--- src/rtl/psum_accumulator.sv ---
// psum_accumulator
// Consumes signed partial sums from the upstream adder tree and adds a
// programmable number of them into one output-channel pixel. It then adds the
// bias, requantizes with an arithmetic right shift, applies an activation
// (none / ReLU / ReLU6), saturates to OUT_W and presents the result on a
// valid/ready port.
//
// Optional build macro: PSUM_ROUND_EN
//   defined   -> round to nearest (half toward +inf) before the shift
//   undefined -> plain arithmetic shift (truncation toward -inf)
//
// Ports:
//   clk, rst              clock; asynchronous active-high reset
//   in_valid/in_ready     partial-sum handshake
//   in_data               signed partial sum
//   num_groups            partial sums per output (0 is treated as 1)
//   bias, shift, act_sel  per-pixel configuration
//   out_valid/out_ready   result handshake
//   out_data              saturated signed result
//
// num_groups, bias, shift and act_sel are sampled on the first beat only.
//
// Handshake: a transfer happens on a rising edge where valid && ready.
// in_ready is a combinational function of state. Once out_valid is high it
// stays high, with out_data stable, until the edge where out_ready is high.
module psum_accumulator #(
  parameter int IN_W  = 14,
  parameter int ACC_W = 24,
  parameter int OUT_W = 14,
  parameter int CNT_W = 10,
  parameter int FRAC  = 8
) (
  input  logic                    clk,
  input  logic                    rst,
  input  logic                    in_valid,
  output logic                    in_ready,
  input  logic signed [IN_W-1:0]  in_data,
  input  logic [CNT_W-1:0]        num_groups,
  input  logic signed [ACC_W-1:0] bias,
  input  logic [4:0]              shift,
  input  logic [1:0]              act_sel,
  output logic                    out_valid,
  input  logic                    out_ready,
  output logic signed [OUT_W-1:0] out_data
);

  typedef enum logic [2:0] {
    IDLE  = 3'd0,
    ACCUM = 3'd1,
    BIAS  = 3'd2,
    ACT   = 3'd3,
    OUT   = 3'd4
  } state_t;

  // The shift stage works in a width wide enough that the rounding constant
  // (up to 1 << 30) can never overflow the sum.
  localparam int EXT_W = ACC_W + 32;
  localparam logic signed [EXT_W-1:0] OUT_MAX   = (EXT_W'(1) <<< (OUT_W-1)) - EXT_W'(1);
  localparam logic signed [EXT_W-1:0] OUT_MIN   = -(EXT_W'(1) <<< (OUT_W-1));
  localparam logic signed [EXT_W-1:0] RELU6_MAX = EXT_W'(6) <<< FRAC;

  state_t                   state_q, state_d;
  logic signed [ACC_W-1:0]  acc_q, acc_d;
  logic [CNT_W-1:0]         cnt_q, cnt_d;
  logic [CNT_W-1:0]         ngrp_q, ngrp_d;
  logic signed [ACC_W-1:0]  bias_q, bias_d;
  logic [4:0]               shift_q, shift_d;
  logic [1:0]               act_q, act_d;
  logic signed [OUT_W-1:0]  out_data_q, out_data_d;
  logic                     out_valid_q, out_valid_d;

  logic                     beat;
  logic signed [ACC_W-1:0]  in_ext;
  logic signed [EXT_W-1:0]  acc_ext;
  logic signed [EXT_W-1:0]  rnd_c;
  logic signed [EXT_W-1:0]  r_sh;
  logic signed [EXT_W-1:0]  r_act;
  logic signed [OUT_W-1:0]  sat_val;

  assign in_ready  = (state_q == IDLE) || (state_q == ACCUM);
  assign beat      = in_valid && in_ready;
  assign in_ext    = ACC_W'(in_data);
  assign out_valid = out_valid_q;
  assign out_data  = out_data_q;

  // Requantize, activate and saturate the current accumulator value.
  always_comb begin
    acc_ext = {{(EXT_W-ACC_W){acc_q[ACC_W-1]}}, acc_q};
    rnd_c   = '0;
`ifdef PSUM_ROUND_EN
    if (shift_q != 5'd0) rnd_c = EXT_W'(1) <<< (shift_q - 5'd1);
`endif
    // Shifts of ACC_W or more leave only sign fill (0 or -1).
    r_sh = (acc_ext + rnd_c) >>> shift_q;

    r_act = r_sh;
    case (act_q)
      2'd1: if (r_sh < 0) r_act = '0;
      2'd2: begin
        if (r_sh < 0)              r_act = '0;
        else if (r_sh > RELU6_MAX) r_act = RELU6_MAX;
      end
      default: r_act = r_sh;
    endcase

    if (r_act > OUT_MAX)      sat_val = OUT_MAX[OUT_W-1:0];
    else if (r_act < OUT_MIN) sat_val = OUT_MIN[OUT_W-1:0];
    else                      sat_val = r_act[OUT_W-1:0];
  end

  always_comb begin
    state_d     = state_q;
    acc_d       = acc_q;
    cnt_d       = cnt_q;
    ngrp_d      = ngrp_q;
    bias_d      = bias_q;
    shift_d     = shift_q;
    act_d       = act_q;
    out_data_d  = out_data_q;
    out_valid_d = out_valid_q;

    case (state_q)
      IDLE: begin
        if (beat) begin
          acc_d   = in_ext;
          cnt_d   = CNT_W'(1);
          ngrp_d  = num_groups;
          bias_d  = bias;
          shift_d = shift;
          act_d   = act_sel;
          // A count of 0 or 1 both mean a single-beat pixel.
          state_d = (num_groups <= CNT_W'(1)) ? BIAS : ACCUM;
        end
      end
      ACCUM: begin
        if (beat) begin
          acc_d = acc_q + in_ext;
          cnt_d = cnt_q + CNT_W'(1);
          if (cnt_d == ngrp_q) state_d = BIAS;
        end
      end
      BIAS: begin
        acc_d   = acc_q + bias_q;
        state_d = ACT;
      end
      ACT: begin
        out_data_d  = sat_val;
        out_valid_d = 1'b1;
        state_d     = OUT;
      end
      OUT: begin
        if (out_ready) begin
          out_valid_d = 1'b0;
          state_d     = IDLE;
        end
      end
      default: state_d = IDLE;
    endcase
  end

  always_ff @(posedge clk or posedge rst) begin
    if (rst) begin
      state_q     <= IDLE;
      acc_q       <= '0;
      cnt_q       <= '0;
      ngrp_q      <= '0;
      bias_q      <= '0;
      shift_q     <= '0;
      act_q       <= '0;
      out_data_q  <= '0;
      out_valid_q <= 1'b0;
    end else begin
      state_q     <= state_d;
      acc_q       <= acc_d;
      cnt_q       <= cnt_d;
      ngrp_q      <= ngrp_d;
      bias_q      <= bias_d;
      shift_q     <= shift_d;
      act_q       <= act_d;
      out_data_q  <= out_data_d;
      out_valid_q <= out_valid_d;
    end
  end

endmodule

--- config.mk ---
export PLATFORM = sky130hd
export DESIGN_NAME = psum_accumulator
export DESIGN_NICKNAME = d
export VERILOG_FILES = /design/src/rtl/psum_accumulator.sv
export SDC_FILE = /design/constraint.sdc
export NUM_CORES = 1
export LEC_CHECK = 0
export ABC_AREA = 1
export BUFFER_PORTS_ARGS = -buffer_cell sky130_fd_sc_hd__buf_2
export CAP_MARGIN = 25
export CELL_PAD_IN_SITES_DETAIL_PLACEMENT = 2
export CELL_PAD_IN_SITES_GLOBAL_PLACEMENT = 2
export CORE_MARGIN = 2
export CORE_UTILIZATION = 37
export CTS_BUF_LIST = sky130_fd_sc_hd__clkbuf_2
export DETAILED_ROUTE_END_ITERATION = 8
export MAX_ROUTING_LAYER = met4
export PLACE_DENSITY_LB_ADDON = 0.1
export SLEW_MARGIN = 25
export SYNTH_ARGS = -nofsm -noshare
export SYNTH_HDL_FRONTEND = slang
export SYNTH_SLANG_ARGS = --single-unit
--- constraint.sdc ---
create_clock -name clk -period 6.2 [get_ports clk]
set_input_delay 1.24 -clock clk [delete_from_list [all_inputs] [get_ports clk]]
set_output_delay 1.24 -clock clk [all_outputs]
set_load 0.01 [all_outputs]
Word-level counts from Yosys, hierarchy flattened --
Cells that the tools add are included.
Cells by class: eq/ne operators 11, reductions and logical operators 11, shift operators 1, $add $sub $neg 3, muxes and demuxes 20, magnitude comparators 5
Operator list (count):
- 2-to-1 mux 56 bit | 3
- case mux 56 bit (2 select lines) | 1
- case mux 24 bit (3 select lines) | 1
- greater-than comparator 56 x 12 -> 1 bit, second input constant | 1
- greater-than comparator 56 x 14 -> 1 bit, second input constant | 1
- less-than comparator 56 x 1 -> 1 bit, second input constant | 1
- less-than comparator 56 x 14 -> 1 bit, second input constant | 1
- >>> shifter 24 x 5 -> 56 bit | 1
- 2-to-1 mux 24 bit | 2
- 2-to-1 mux 14 bit | 2
- adder 24 x 14 -> 24 bit | 1
- adder 24 bit | 1
- 2-to-1 mux 10 bit | 2
- case mux 10 bit (2 select lines) | 1
- case mux 3 bit (5 select lines) | 1
- 2-to-1 mux 3 bit | 4
- adder 10 x 1 -> 10 bit, second input constant | 1
- == test 10 bit | 1
- <= comparator 10 x 1 -> 1 bit, second input constant | 1
- == test 3 x 2 -> 1 bit, second input constant | 2
- != test 2 bit, second input constant | 3
- AND reduction 3 bit | 2
- AND reduction 2 bit | 2
- AND reduction 4 bit | 1
- other kinds (13) | 14
Storage, ports and cells: flip-flop bits (word level) 93, output and inout bits 16

Longest topological paths before layout --
Gate-level depths: netlist (run 1).
depth after elaboration 8, depth in mapped cells 26, gate-level depth less buffers 24

Worst setup path before layout (run 1) --
Ideal clock, no wire load.
path kind input to register, start point in in_data[13], end point reg acc_q[21], slack 2.766 ns, arrival 3.294 ns, stages 13, required time 6.060 ns, buffers on the path 1, cells stage by stage or2_2 > clkbuf_1 > o21ai_0 > inv_1 > ha_1 > a21oi_1 > o21ai_0 > a21oi_1 > nand3_1 > a31o_2 > or2_2 > nand3_1 > a22oi_1
Between the ends: cells in the longest elaborated chain, start to end 3
Ends and longest elaborated chain:
- start: declaration | line 37 | input logic signed [IN_W-1:0] in_data,
- adder 24 x 14 -> 24 bit | line 137 | acc_d = acc_q + in_ext;
- 2-to-1 mux 24 bit | line 136 | if (beat) begin
- case mux 24 bit (3 select lines) * | line 122 | case (state_q)
- end signal: assignment | line 164 | acc_q <= '0;
- end signal: assignment | line 174 | acc_q <= acc_d;
- end: declaration | line 63 | logic signed [ACC_W-1:0] acc_q, acc_d;
Every way passes the cells marked *; elsewhere a longest branch is shown, timed or not. The select of a mux whose other input is x is not followed. A chain may end at the register's enable or synchronous reset.

Worst setup path after layout (run 1) --
start point reg state_q[2], end point reg acc_q[23]
Between the ends: cells in the longest elaborated chain, start to end 5
Ends and longest elaborated chain:
- start: declaration | line 62 | state_t state_q, state_d;
- start signal: assignment | line 173 | state_q <= state_d;
- == test 3 x 1 -> 1 bit / zero test 3 bit (equally long branches) | line 80, 122
- logical OR 1 bit | line 80 | assign in_ready = (state_q == IDLE) || (state_q == ACCUM);
- logical AND 1 bit | line 81 | assign beat = in_valid && in_ready;
- != test 2 bit (no line)
- AND reduction 3 bit (no line)
Several ways; a longest one is shown, not always the timed one.

==> results.toml, run 1 <==
[synthesis]
post-synth-top-area-fraction_pct = 33.5
synth_area_leaders = "sky130_fd_sc_hd__dfrtp_1 (34%), sky130_fd_sc_hd__nand2_1 (18%), sky130_fd_sc_hd__nand3_1 (9.2%)"
synth.yosys.seq_area_share_pct = 33.5
synth_nets = 1088
synth.most_common_cell = "sky130_fd_sc_hd__nand2_1"
synth_area_per_cell_um2 = 6.93
number_of_enable_flip_flop_cells_after_synthesis = 0
synth_largest_area_cell = "sky130_fd_sc_hd__dfrtp_1"
postSynthCellCount = 1002
synth.cells.most_frequent = "sky130_fd_sc_hd__nand2_1 (327), sky130_fd_sc_hd__nand3_1 (127), sky130_fd_sc_hd__dfrtp_1 (93), sky130_fd_sc_hd__inv_1 (80), sky130_fd_sc_hd__o21ai_0 (62)"
synth-main-ff-cell = "sky130_fd_sc_hd__dfrtp_1"
synthArstFlopShare_pct = 100
postSynthRegisterBits = 93
syn-cell-area_um2 = 6940
synth_cell_types = 47
ys.warnings.count = 0

[critical_path]
worstPathMaxFanout = 22
timing.critical_path.to = "acc_q[23]"
setup.worst_path.end_class = "flop"
timing.rr.start = "state_q[2]"
worstRegToRegCells = 18
critPathKind = "reg2reg"
reg2reg_to = "acc_q[23]"
start_kind = "flop"
worstSetupStartpoint = "state_q[2]"
critical_path_required_ps = 6750
r2r_slack_ps = 2380
cp_data_arrival_time_ps = 4370

[detailed_routing]
drt_drc_violations_left = 0
drt-pass1-iter-count = 4
detailedRoute.firstIterationViolations = 182
routed_via_density = 5.37
avgRoutedWirePerCell_um = 18.0
route.antenna.remaining_nets = 0
dr_total_vias = 6970
drt_wl_total_um = 23300

[job]
max_cap_violation_count = 0

[power_and_ir_drop]
cellPowerDensity_nw_per_um2 = 642
power.switching_fraction_pct = 55.7
clock_power_share_pct = 7.1
total_power_mw = 4.87
ir_worst_vdd_v = 0.000256
total_switching_power_mw = 2.71
pwr-share-comb_pct = 68.0
power.internal_mw = 2.16
pwr-share-seq_pct = 24.9
p_leak_nw = 3.82

[cells_and_area]
layout.nets = 1143
drive_above_1_share_pct = 14.3
area_delta_synth_final_pct = 9.17
fillCellCount = 2298

[clocking]
clk_transition_reported_paths_ps = 300
postCtsHoldBufs = 0
post_cts_resize_count = 0
cts.sinks = 93
maximum_buffer_depth_of_the_clock_tree = 2
cts-buffers-inserted = 9
cts_root_buf = "sky130_fd_sc_hd__clkbuf_2"
clkLatencyLatePin_ps = 660
cts_post_setup_buffers_inserted = 0
tritoncts = "done"
htree_levels = 3

[worst_hold_path]
hold_path.class = "reg2reg"
holdCritStartpoint = "out_data[8]"

[floorplan]
dieArea_um2 = 19900
floorplan.initialDensity_pct = 37.4
die_h_um = 141
rows = 50
io_pins = 75
die_x_um = 141
fp.coreArea_um2 = 18600

[grt]
grt_start_max_net_pins = 50
globalRouteOverflowTotal = 0
first_global_vias = 7778
gr-usage-all-layers_pct = 25.3
global_route_wire_length_before_repair_um = 39600
antenna_found_initial = 1

[sta]
hold_violations = 0
max_clock_freq_mhz = 262
post-route-period-util_pct = 61.6
tightest_slew_ps = 951
final-setup-viol-count = 0
grt_setup_unrepaired = "false"
fin_setup_tns_ps = 0
final-max-slew-violation-count = 0
finalWorstPathRequiredPeriod_ps = 3820
finalClockSkew_ps = 42.4
relSlewSlack_pct = 36.4

[place]
detailed_place_hpwl_um = 18100
io_buffer_count = 74
finalWeightedCongestion = 0.869

[status]
status = "completed"
==> worst min-delay path by stage <==
stage               depth (start not counted)      endpoint
CTS                                         2   out_data[8]
detailed placement                          2   out_data[8]
global placement                            2  out_data[10]
floorplan                                   2     ngrp_q[4]
finish                                      2   out_data[8]
global route                                2   out_data[2]
==> cell type report <==
type | count | area (µm²) | share of cell area (%)
Multi-Input combinational cell | 787 | 4090 | 54.0
Inverter | 84 | 320 | 4.23
Tap cell | 234 | 293 | 3.86
Antenna cell | 1 | 2.50 | 0.0330
Sequential cell | 93 | 2330 | 30.7
Clock buffer | 9 | 45.0 | 0.594
Timing Repair Buffer | 82 | 430 | 5.68
Clock inverter | 7 | 72.6 | 0.957
==> power by group through the flow <==
stage | sequential, mW | combinational [mW] | clock [mW]
global placement | 1.21 | 3.17 | 0
detailed placement | 1.23 | 3.33 | 0
finish | 1.21 | 3.31 | 0.346
CTS | 1.22 | 3.36 | 0.361
global route | 1.26 | 3.82 | 0.377
floorplan | 1.10 | 2.54 | 0
==> sequential cells by signal (all words and copies together) (netlist names) <==
signal,count
acc_q,24
bias_q,24
out_data,14
cnt_q,10
ngrp_q,10
shift_q,5
state_q,3
act_q,2
out_valid,1
==> cell families after synthesis <==
family	share of synthesized area, %
multiplexers	4.38
XOR/XNOR	2.52
buffers and inverters	7.62
adder cells (fa/ha/maj)	4.97
AND/OR/NAND/NOR	34.4
AO/OA/AOI/OAI	12.6
flip-flops	33.5
==> through the flow <==
stage	instances	utilization, %	hold WS [ps]	cell area [µm²]	worst slack, ps
floorplan	1002	-	465	6940	2540
global placement	1280	40.2	459	7460	2240
detailed placement	1280	40.2	464	7460	2090
CTS	1296	40.8	525	7580	2350
global route	1297	40.8	549	7580	1930
finish	1297	40.8	522	7580	2380
==> cells in the final DEF, fill, tap and decap left out, drive strengths merged, types with 3 or more instances in the layout <==
cell / count
nor2: 62
a2bb2oi: 8
buf: 82
o21ai: 65
a21oi: 48
o31ai: 3
inv: 85
a21o: 3
clkinv: 4
a31oi: 5
nand4: 7
xnor2: 6
nor4: 3
nor3: 11
mux2: 27
clkbuf: 9
nand2: 336
o211ai: 3
ha: 26
nand3: 130
a22oi: 3
o22ai: 8
xor2: 14
dfrtp: 93
or2: 7
==> critical path, cell delays in order (launching register included) <==
cell                      delay [ps]
sky130_fd_sc_hd__dfrtp_1         490
sky130_fd_sc_hd__nor2_1          160
sky130_fd_sc_hd__inv_1            70
sky130_fd_sc_hd__nor2_1           90
sky130_fd_sc_hd__buf_4           230
sky130_fd_sc_hd__inv_1            90
sky130_fd_sc_hd__buf_4           220
sky130_fd_sc_hd__o21ai_0         210
sky130_fd_sc_hd__inv_1            70
sky130_fd_sc_hd__ha_1            380
sky130_fd_sc_hd__nand2_1         120
sky130_fd_sc_hd__nor4_1          450
sky130_fd_sc_hd__nand4_1         320
sky130_fd_sc_hd__nand3_1         240
sky130_fd_sc_hd__nand2_1          70
sky130_fd_sc_hd__nand3_1         100
sky130_fd_sc_hd__xnor2_1         130
sky130_fd_sc_hd__nand2_1          80
sky130_fd_sc_hd__a22oi_1         190
==> routing by layer <==
layer | global-route usage, % | vias up | part of all wire, %
met3 | 2.11 | 16 | 1.6
met4 | 5.84 | 0 | 1.1
met2 | 43.2 | 61 | 50
li1 | - | 3437 | -
met5 | - | - | 0
met1 | 32.9 | 3456 | 48
No activity file was read; power rests on OpenSTA's default activity.
==> run 2: changes to the inputs <==
--- a/config.mk
+++ b/config.mk
@@ -11,7 +11,7 @@
 export CELL_PAD_IN_SITES_DETAIL_PLACEMENT = 2
 export CELL_PAD_IN_SITES_GLOBAL_PLACEMENT = 2
 export CORE_MARGIN = 2
-export CORE_UTILIZATION = 37
+export CORE_UTILIZATION = 31
 export CTS_BUF_LIST = sky130_fd_sc_hd__clkbuf_2
 export DETAILED_ROUTE_END_ITERATION = 8
 export MAX_ROUTING_LAYER = met4
==> constraint.sdc (replaced) <==
create_clock -name clk -period 3.3 [get_ports clk]
set_input_delay 0.66 -clock clk [delete_from_list [all_inputs] [get_ports clk]]
set_output_delay 0.66 -clock clk [all_outputs]
set_load 0.01 [all_outputs]
==> run 2 against run 1 <==
Against the previous run: power increased by 100%; first-iteration DRC count increased by 22%; cell area increased by 8.0%; clock skew increased by 15 ps; combinational power increased by 110%; critical endpoint is now acc_q[18]; die area increased by 19%.
==> results.toml, run 2 (synthesis gave the netlist of run 1 again) <==
[floorplan]
floorplan.initialDensity_pct = 31.7
rows = 54
die_x_um = 154
fp.coreArea_um2 = 21900
dieArea_um2 = 23600
die_h_um = 154
io_pins = 75

[power_and_ir_drop]
pwr-share-comb_pct = 71.1
cellPowerDensity_nw_per_um2 = 1220
power.internal_mw = 4.51
clock_power_share_pct = 6.6
p_leak_nw = 4.03
ir_worst_vdd_v = 0.000359
total_switching_power_mw = 5.44
pwr-share-seq_pct = 22.3
power.switching_fraction_pct = 54.7

[sta]
max_clock_freq_mhz = 322
post-route-period-util_pct = 94.2
final-setup-viol-count = 0
final-max-slew-violation-count = 0
finalWorstPathRequiredPeriod_ps = 3110
relSlewSlack_pct = 34.1
tightest_slew_ps = 985
hold_violations = 0
finalClockSkew_ps = 57.5
finalWorstSetupSlack_ps = 192

[clocking]
cts_root_buf = "sky130_fd_sc_hd__clkbuf_2"
tritoncts = "done"
clkLatencyLatePin_ps = 660
clk_transition_reported_paths_ps = 320
maximum_buffer_depth_of_the_clock_tree = 2
cts-buffers-inserted = 9
cts.sinks = 93
htree_levels = 3

[cells_and_area]
drive_above_1_share_pct = 20.2
layout.cells.most_common = "sky130_fd_sc_hd__nand2_1"
fillCellCount = 2672
layout.nets = 1170
area_delta_synth_final_pct = 17.9
most-common-layout-cells = "sky130_fd_sc_hd__nand2_1 (319), sky130_fd_sc_hd__nand3_1 (122), sky130_fd_sc_hd__dfrtp_1 (93)"
finish.utilization_pct = 37.4

[job]
max_cap_violation_count = 0

[detailed_routing]
detailedRoute.firstIterationViolations = 222
drt_drc_violations_left = 0
routed_via_density = 5.15
dr_total_vias = 7059
route.antenna.remaining_nets = 0
avgRoutedWirePerCell_um = 17.9
drt-pass1-iter-count = 4
drt_wl_total_um = 24500

[grt]
gr-usage-all-layers_pct = 21.6
grt_start_max_net_pins = 54
antenna_found_initial = 1
first_global_vias = 7806
globalRouteOverflowTotal = 0
global_route_wire_length_before_repair_um = 40500

[status]
status = "completed"

[critical_path]
cp_data_arrival_time_ps = 3650
start_kind = "flop"
worstPathMaxFanout = 8
critPathKind = "reg2reg"
setup.worst_path.end_class = "flop"
critical_path_required_ps = 3840

[place]
detailed_place_hpwl_um = 18200
io_buffer_count = 74
placement.setup.worst_slack_ps = -127
finalWeightedCongestion = 0.872

[worst_hold_path]
hold_path.class = "in2reg"
[run 2: cell types whose count changed in the layout (fill, tap and decap cells not counted), moves of 5 or more]
cell / before / now
sky130_fd_sc_hd__ha_1: 26 / 18
sky130_fd_sc_hd__a21oi_2: 1 / 8
sky130_fd_sc_hd__nand2_2: 7 / 13
sky130_fd_sc_hd__buf_4: 8 / 28
sky130_fd_sc_hd__ha_4: 0 / 7
sky130_fd_sc_hd__nand3_1: 127 / 122
sky130_fd_sc_hd__o21ai_1: 3 / 8
sky130_fd_sc_hd__nand2_1: 326 / 319
sky130_fd_sc_hd__o21ai_0: 62 / 55
sky130_fd_sc_hd__a21oi_1: 47 / 39
[run 2: stage by stage]
step	hold WS [ps]	std cells	power (mW)	cell area, µm²	TNS [ps]
5_1_grt	118	1371	11.1	8190	-72.9
3_3_place_gp	460	1342	8.52	7660	0
3_5_place_dp	468	1342	8.75	7660	-303
6_report	195	1371	9.96	8190	0
2_1_floorplan	465	1002	6.84	6940	0
4_1_cts	157	1359	9.52	7830	0
[run 2: worst paths after layout]
kind | to | depth (start not counted) | from | slack [ps]
hold / removal | bias_q[20] | 2 | bias[20] | 200
setup reg to reg | acc_q[18] | 19 | state_q[2] | 190
min in group asynchronous | cnt_q[3] | 3 | rst | 540
max in group asynchronous | acc_q[21] | 4 | rst | 2000
hold reg to reg | out_data[8] | 2 | out_data[8] | 530
setup / recovery | acc_q[18] | 19 | state_q[2] | 190
[run 2: area by class of cell]
cell class / count / area, µm² / share of cell area [%]
sequential: 93 / 2330 / 28.4
tap: 280 / 350 / 4.28
multi-input combinational: 787 / 4360 / 53.2
clock inverter: 7 / 73.8 / 0.901
inverter: 84 / 325 / 3.97
timing repair buffer: 109 / 707 / 8.63
antenna: 2 / 5.00 / 0.0611
clock buffer: 9 / 45.0 / 0.550
[run 2: power groups by stage]
| stage | clock (mW) | combinational, mW | sequential, mW |
|---|---|---|---|
| detailed placement | 0 | 6.51 | 2.24 |
| finish | 0.658 | 7.08 | 2.22 |
| CTS | 0.685 | 6.62 | 2.21 |
| global route | 0.738 | 8.04 | 2.32 |
| floorplan | 0 | 4.77 | 2.07 |
| global placement | 0 | 6.30 | 2.22 |
[run 2: worst max-delay path, stage by stage, from the launching register on]
cell and delay (ps):
sky130_fd_sc_hd__dfrtp_1 460, sky130_fd_sc_hd__nor2_2 120, sky130_fd_sc_hd__inv_2 60, sky130_fd_sc_hd__nor2_4 220
sky130_fd_sc_hd__buf_12 140, sky130_fd_sc_hd__clkbuf_16 150, sky130_fd_sc_hd__nand2_1 50, sky130_fd_sc_hd__nand2_1 70
sky130_fd_sc_hd__ha_1 300, sky130_fd_sc_hd__a21oi_2 200, sky130_fd_sc_hd__nand2_2 110, sky130_fd_sc_hd__nand3_2 110
sky130_fd_sc_hd__o2111ai_4 150, sky130_fd_sc_hd__nand3_2 140, sky130_fd_sc_hd__nand2_2 90, sky130_fd_sc_hd__nand2_1 110
sky130_fd_sc_hd__nand2_1 80, sky130_fd_sc_hd__or2_2 290, sky130_fd_sc_hd__nand3_1 70, sky130_fd_sc_hd__a2bb2oi_1 60
[run 2: per-layer routing]
layer | global-route usage [%] | up-vias | part of all wire [%]
met3 | 2.93 | 18 | 2.0
met5 | - | - | 0
met2 | 36.8 | 70 | 50
met1 | 27.9 | 3485 | 47
met4 | 3.49 | 0 | 1.1
li1 | - | 3486 | -
[run 2: timing repair]
| item | 4_1_cts | 5_1_grt |
|---|---|---|
| hold endpoints to repair | 28 | 0 |
| cloned | 0 | 1 |
| hold buffers | 1 | 0 |
| resized for setup | 10 | 57 |
| buffers inserted | 0 | 9 |
| pin swaps | 0 | 16 |
| setup endpoints to repair | 9 | 10 |
==> run 3: changes to the inputs <==
--- a/config.mk
+++ b/config.mk
@@ -5,17 +5,17 @@
 export SDC_FILE = /design/constraint.sdc
 export NUM_CORES = 1
 export LEC_CHECK = 0
-export ABC_AREA = 1
 export BUFFER_PORTS_ARGS = -buffer_cell sky130_fd_sc_hd__buf_2
 export CAP_MARGIN = 25
 export CELL_PAD_IN_SITES_DETAIL_PLACEMENT = 2
 export CELL_PAD_IN_SITES_GLOBAL_PLACEMENT = 2
 export CORE_MARGIN = 2
-export CORE_UTILIZATION = 31
+export CORE_UTILIZATION = 34
 export CTS_BUF_LIST = sky130_fd_sc_hd__clkbuf_2
 export DETAILED_ROUTE_END_ITERATION = 8
 export MAX_ROUTING_LAYER = met4
 export PLACE_DENSITY_LB_ADDON = 0.1
+export RECOVER_POWER = 50
 export SLEW_MARGIN = 25
 export SYNTH_ARGS = -nofsm -noshare
 export SYNTH_HDL_FRONTEND = slang
==> run 3 against run 2 <==
Against the previous run: clock power fell by 4.7%; synthesized cell count fell by 16%; first-iteration DRC count rose by 12%; synthesized area rose by 0.76%; power fell by 2.5%; fmax fell by 12%; worst hold slack got worse by 76 ps; routed wire length rose by 8.2%; the run now ends with capacitance limit, slew limit, setup timing left; critical endpoint is now acc_q[22]; via count fell by 1.3%; clock skew fell by 5.8 ps; global-route usage rose by 3.3 points.
==> results.toml, run 3 <==
[cells_and_area]
layout.nets = 1086
final_cells = 1277
drive_above_1_share_pct = 32.6
fillCellCount = 2315
area_delta_synth_final_pct = 28.4
finish.utilization_pct = 44.4
most-common-layout-cells = "sky130_fd_sc_hd__nand2_1 (211), sky130_fd_sc_hd__buf_4 (113), sky130_fd_sc_hd__dfrtp_1 (90)"
layout.cell_area.non_filler_um2 = 8980
layout.cells.most_common = "sky130_fd_sc_hd__nand2_1"

[grt]
global_route_wire_length_before_repair_um = 41800
grt_start_max_net_pins = 73
first_global_vias = 7901
gr-usage-all-layers_pct = 24.9
antenna_found_initial = 2
globalRouteOverflowTotal = 0

[sta]
tightest_slew_ps = 1760
post-route-period-util_pct = 107
max_clock_freq_mhz = 282
hold_violations = 0
grt_setup_unrepaired = "true"
final-max-slew-violation-count = 73
final-setup-viol-count = 7
finalWorstSetupSlack_ps = -247
fin_setup_tns_ps = -1190
finalWorstPathRequiredPeriod_ps = 3550
relSlewSlack_pct = -17.6
finalClockSkew_ps = 51.7

[power_and_ir_drop]
cellPowerDensity_nw_per_um2 = 1080
power.internal_mw = 5.09
total_switching_power_mw = 4.62
pwr-share-seq_pct = 23.0
p_leak_nw = 4.28
power.switching_fraction_pct = 47.5
clock_power_share_pct = 6.5
total_power_mw = 9.71
pwr-share-comb_pct = 70.5
ir_worst_vdd_v = 0.000334

[detailed_routing]
routed_via_density = 5.46
drt_wl_total_um = 26500
drt-pass1-iter-count = 5
drt_drc_violations_left = 0
dr_total_vias = 6968
detailedRoute.firstIterationViolations = 249
route.antenna.remaining_nets = 0
avgRoutedWirePerCell_um = 20.8

[floorplan]
rows = 52
die_x_um = 147
dieArea_um2 = 21700
fp.coreArea_um2 = 20200
floorplan.initialDensity_pct = 34.6
die_h_um = 147
io_pins = 75

[clocking]
clk_transition_reported_paths_ps = 350
clkLatencyLatePin_ps = 690
htree_levels = 3
cts_root_buf = "sky130_fd_sc_hd__clkbuf_2"
tritoncts = "done"
cts.sinks = 93
cts-buffers-inserted = 9
maximum_buffer_depth_of_the_clock_tree = 2

[synthesis]
syn-cell-area_um2 = 7000
synth_area_leaders = "sky130_fd_sc_hd__dfrtp_1 (33%), sky130_fd_sc_hd__nand2_1 (12%), sky130_fd_sc_hd__mux4_2 (6.4%)"
postSynthCellCount = 840
postSynthRegisterBits = 93
synth-main-ff-cell = "sky130_fd_sc_hd__dfrtp_1"
synth.most_common_cell = "sky130_fd_sc_hd__nand2_1"
synth.cells.most_frequent = "sky130_fd_sc_hd__nand2_1 (219), sky130_fd_sc_hd__dfrtp_1 (93), sky130_fd_sc_hd__nor2_1 (61), sky130_fd_sc_hd__o21ai_0 (50), sky130_fd_sc_hd__a21oi_1 (45)"
synth_area_per_cell_um2 = 8.33
number_of_enable_flip_flop_cells_after_synthesis = 0
post-synth-top-area-fraction_pct = 33.3
synth_largest_area_cell = "sky130_fd_sc_hd__dfrtp_1"
synth_cell_types = 67
synthArstFlopShare_pct = 100
synth.yosys.seq_area_share_pct = 33.3
ys.warnings.count = 0
synth_nets = 926

[status]
failing_checks = "capacitance limit, slew limit, setup timing"
status = "finished, violations left"

[place]
finalWeightedCongestion = 0.895
io_buffer_count = 74
detailed_place_hpwl_um = 19700
numPlacedInstances = 1233
postPlaceCellArea_um2 = 8310

[critical_path]
cp_data_arrival_time_ps = 4130
critical_path_required_ps = 3880
start_kind = "flop"
setup.worst_path.end_class = "flop"
worstPathMaxFanout = 5
critPathKind = "reg2reg"

[worst_hold_path]
hold_path.class = "in2reg"

[job]
max_cap_violation_count = 1
run 3: changes by cell type after synthesis, sizes merged, moves of 10 or more:
cell and delta:
mux4 +20, o21ai -15, nor2b +10, mux2 -13
nand3 -116, clkbuf +20, xnor2 +16, inv -66
mux2i +29, a21o +21, nand2 -117
run 3: final cells by class:
| class | instances | area, µm² | area share (%) |
|---|---|---|---|
| sequential | 93 | 2330 | 26.0 |
| inverter | 17 | 65.1 | 0.724 |
| clock inverter | 7 | 67.6 | 0.752 |
| clock buffer | 9 | 45.0 | 0.501 |
| tap | 270 | 338 | 3.76 |
| multi-input combinational | 681 | 4760 | 53.0 |
| timing repair buffer | 198 | 1370 | 15.2 |
| antenna | 2 | 5.00 | 0.0557 |
run 3: per-layer routing:
layer / routed length, µm / vias up / GRT usage [%]
met5: 0 / - / -
met1: 11300 / 3558 / 30.1
met4: 272 / 0 / 6.11
li1: - / 3297 / -
met2: 14300 / 93 / 44.7
met3: 610 / 20 / 2.72
run 3: critical path: stages (launching register included):
cell and delay, ps:
sky130_fd_sc_hd__dfrtp_1 450, sky130_fd_sc_hd__nand2b_4 160, sky130_fd_sc_hd__or2_4 260, sky130_fd_sc_hd__nand2_2 80, sky130_fd_sc_hd__nand2_2 70, sky130_fd_sc_hd__buf_4 140, sky130_fd_sc_hd__fa_2 370, sky130_fd_sc_hd__a21o_1 210
sky130_fd_sc_hd__a221o_1 340, sky130_fd_sc_hd__o41a_1 400, sky130_fd_sc_hd__o211ai_1 240, sky130_fd_sc_hd__nand2_1 140, sky130_fd_sc_hd__a31oi_2 220, sky130_fd_sc_hd__o21ai_2 100, sky130_fd_sc_hd__xnor2_1 190, sky130_fd_sc_hd__o22ai_1 100
run 3: kinds of logic (layout without fill, tap and decap cells):
kind of cell / Yosys count / in the layout / synth area share (%)
compound gates: 196 / 196 / 18.9
xor+xnor: 33 / 33 / 4.13
fa+ha+maj: 27 / 27 / 4.94
buf+inv: 66 / 231 / 3.79
flops: 93 / 93 / 33.3
mux: 63 / 63 / 12.9
other cells: 0 / 2 / 0
simple gates: 362 / 362 / 22.1
run 3: path summary, 6_finish.rpt:
kind / startpoint / end / slack (ps) / cells past startpoint
min in group asynchronous: rst / shift_q[3] / 640 / 3
worst min-delay path: bias[3] / bias_q[3] / 120 / 3
worst min register to register: bias_q[14] / bias_q[14] / 530 / 2
worst max register to register: state_q[0] / acc_q[22] / -250 / 15
worst max-delay path: state_q[0] / acc_q[22] / -250 / 15
max in group asynchronous: rst / shift_q[0] / 280 / 4
run 3: power groups by stage:
stage / combinational [mW] / sequential (mW) / clock, mW
after floorplan: 3.94 / 1.99 / 0
after global placement: 5.75 / 2.21 / 0
after detailed placement: 6.00 / 2.26 / 0
after CTS: 6.33 / 2.22 / 0.655
after global routing: 7.46 / 2.32 / 0.693
final: 6.85 / 2.23 / 0.627
run 3: what timing repair did:
item | CTS | global route
hold buffers | 1 | 0
gates resized for setup | 31 | 57
setup endpoints to repair | 20 | 25
setup buffers | 12 | 17
pin swaps | 11 | 49
endpoints found under the hold margin | 21 | 0
run 3: metrics by stage:
step / hold WS [ps] / worst slack (ps)
after CTS: 89.8 / -235
after global placement: 469 / -93.4
final: 120 / -247
after floorplan: 446 / -129
after detailed placement: 472 / -197
after global routing: 71.6 / -450
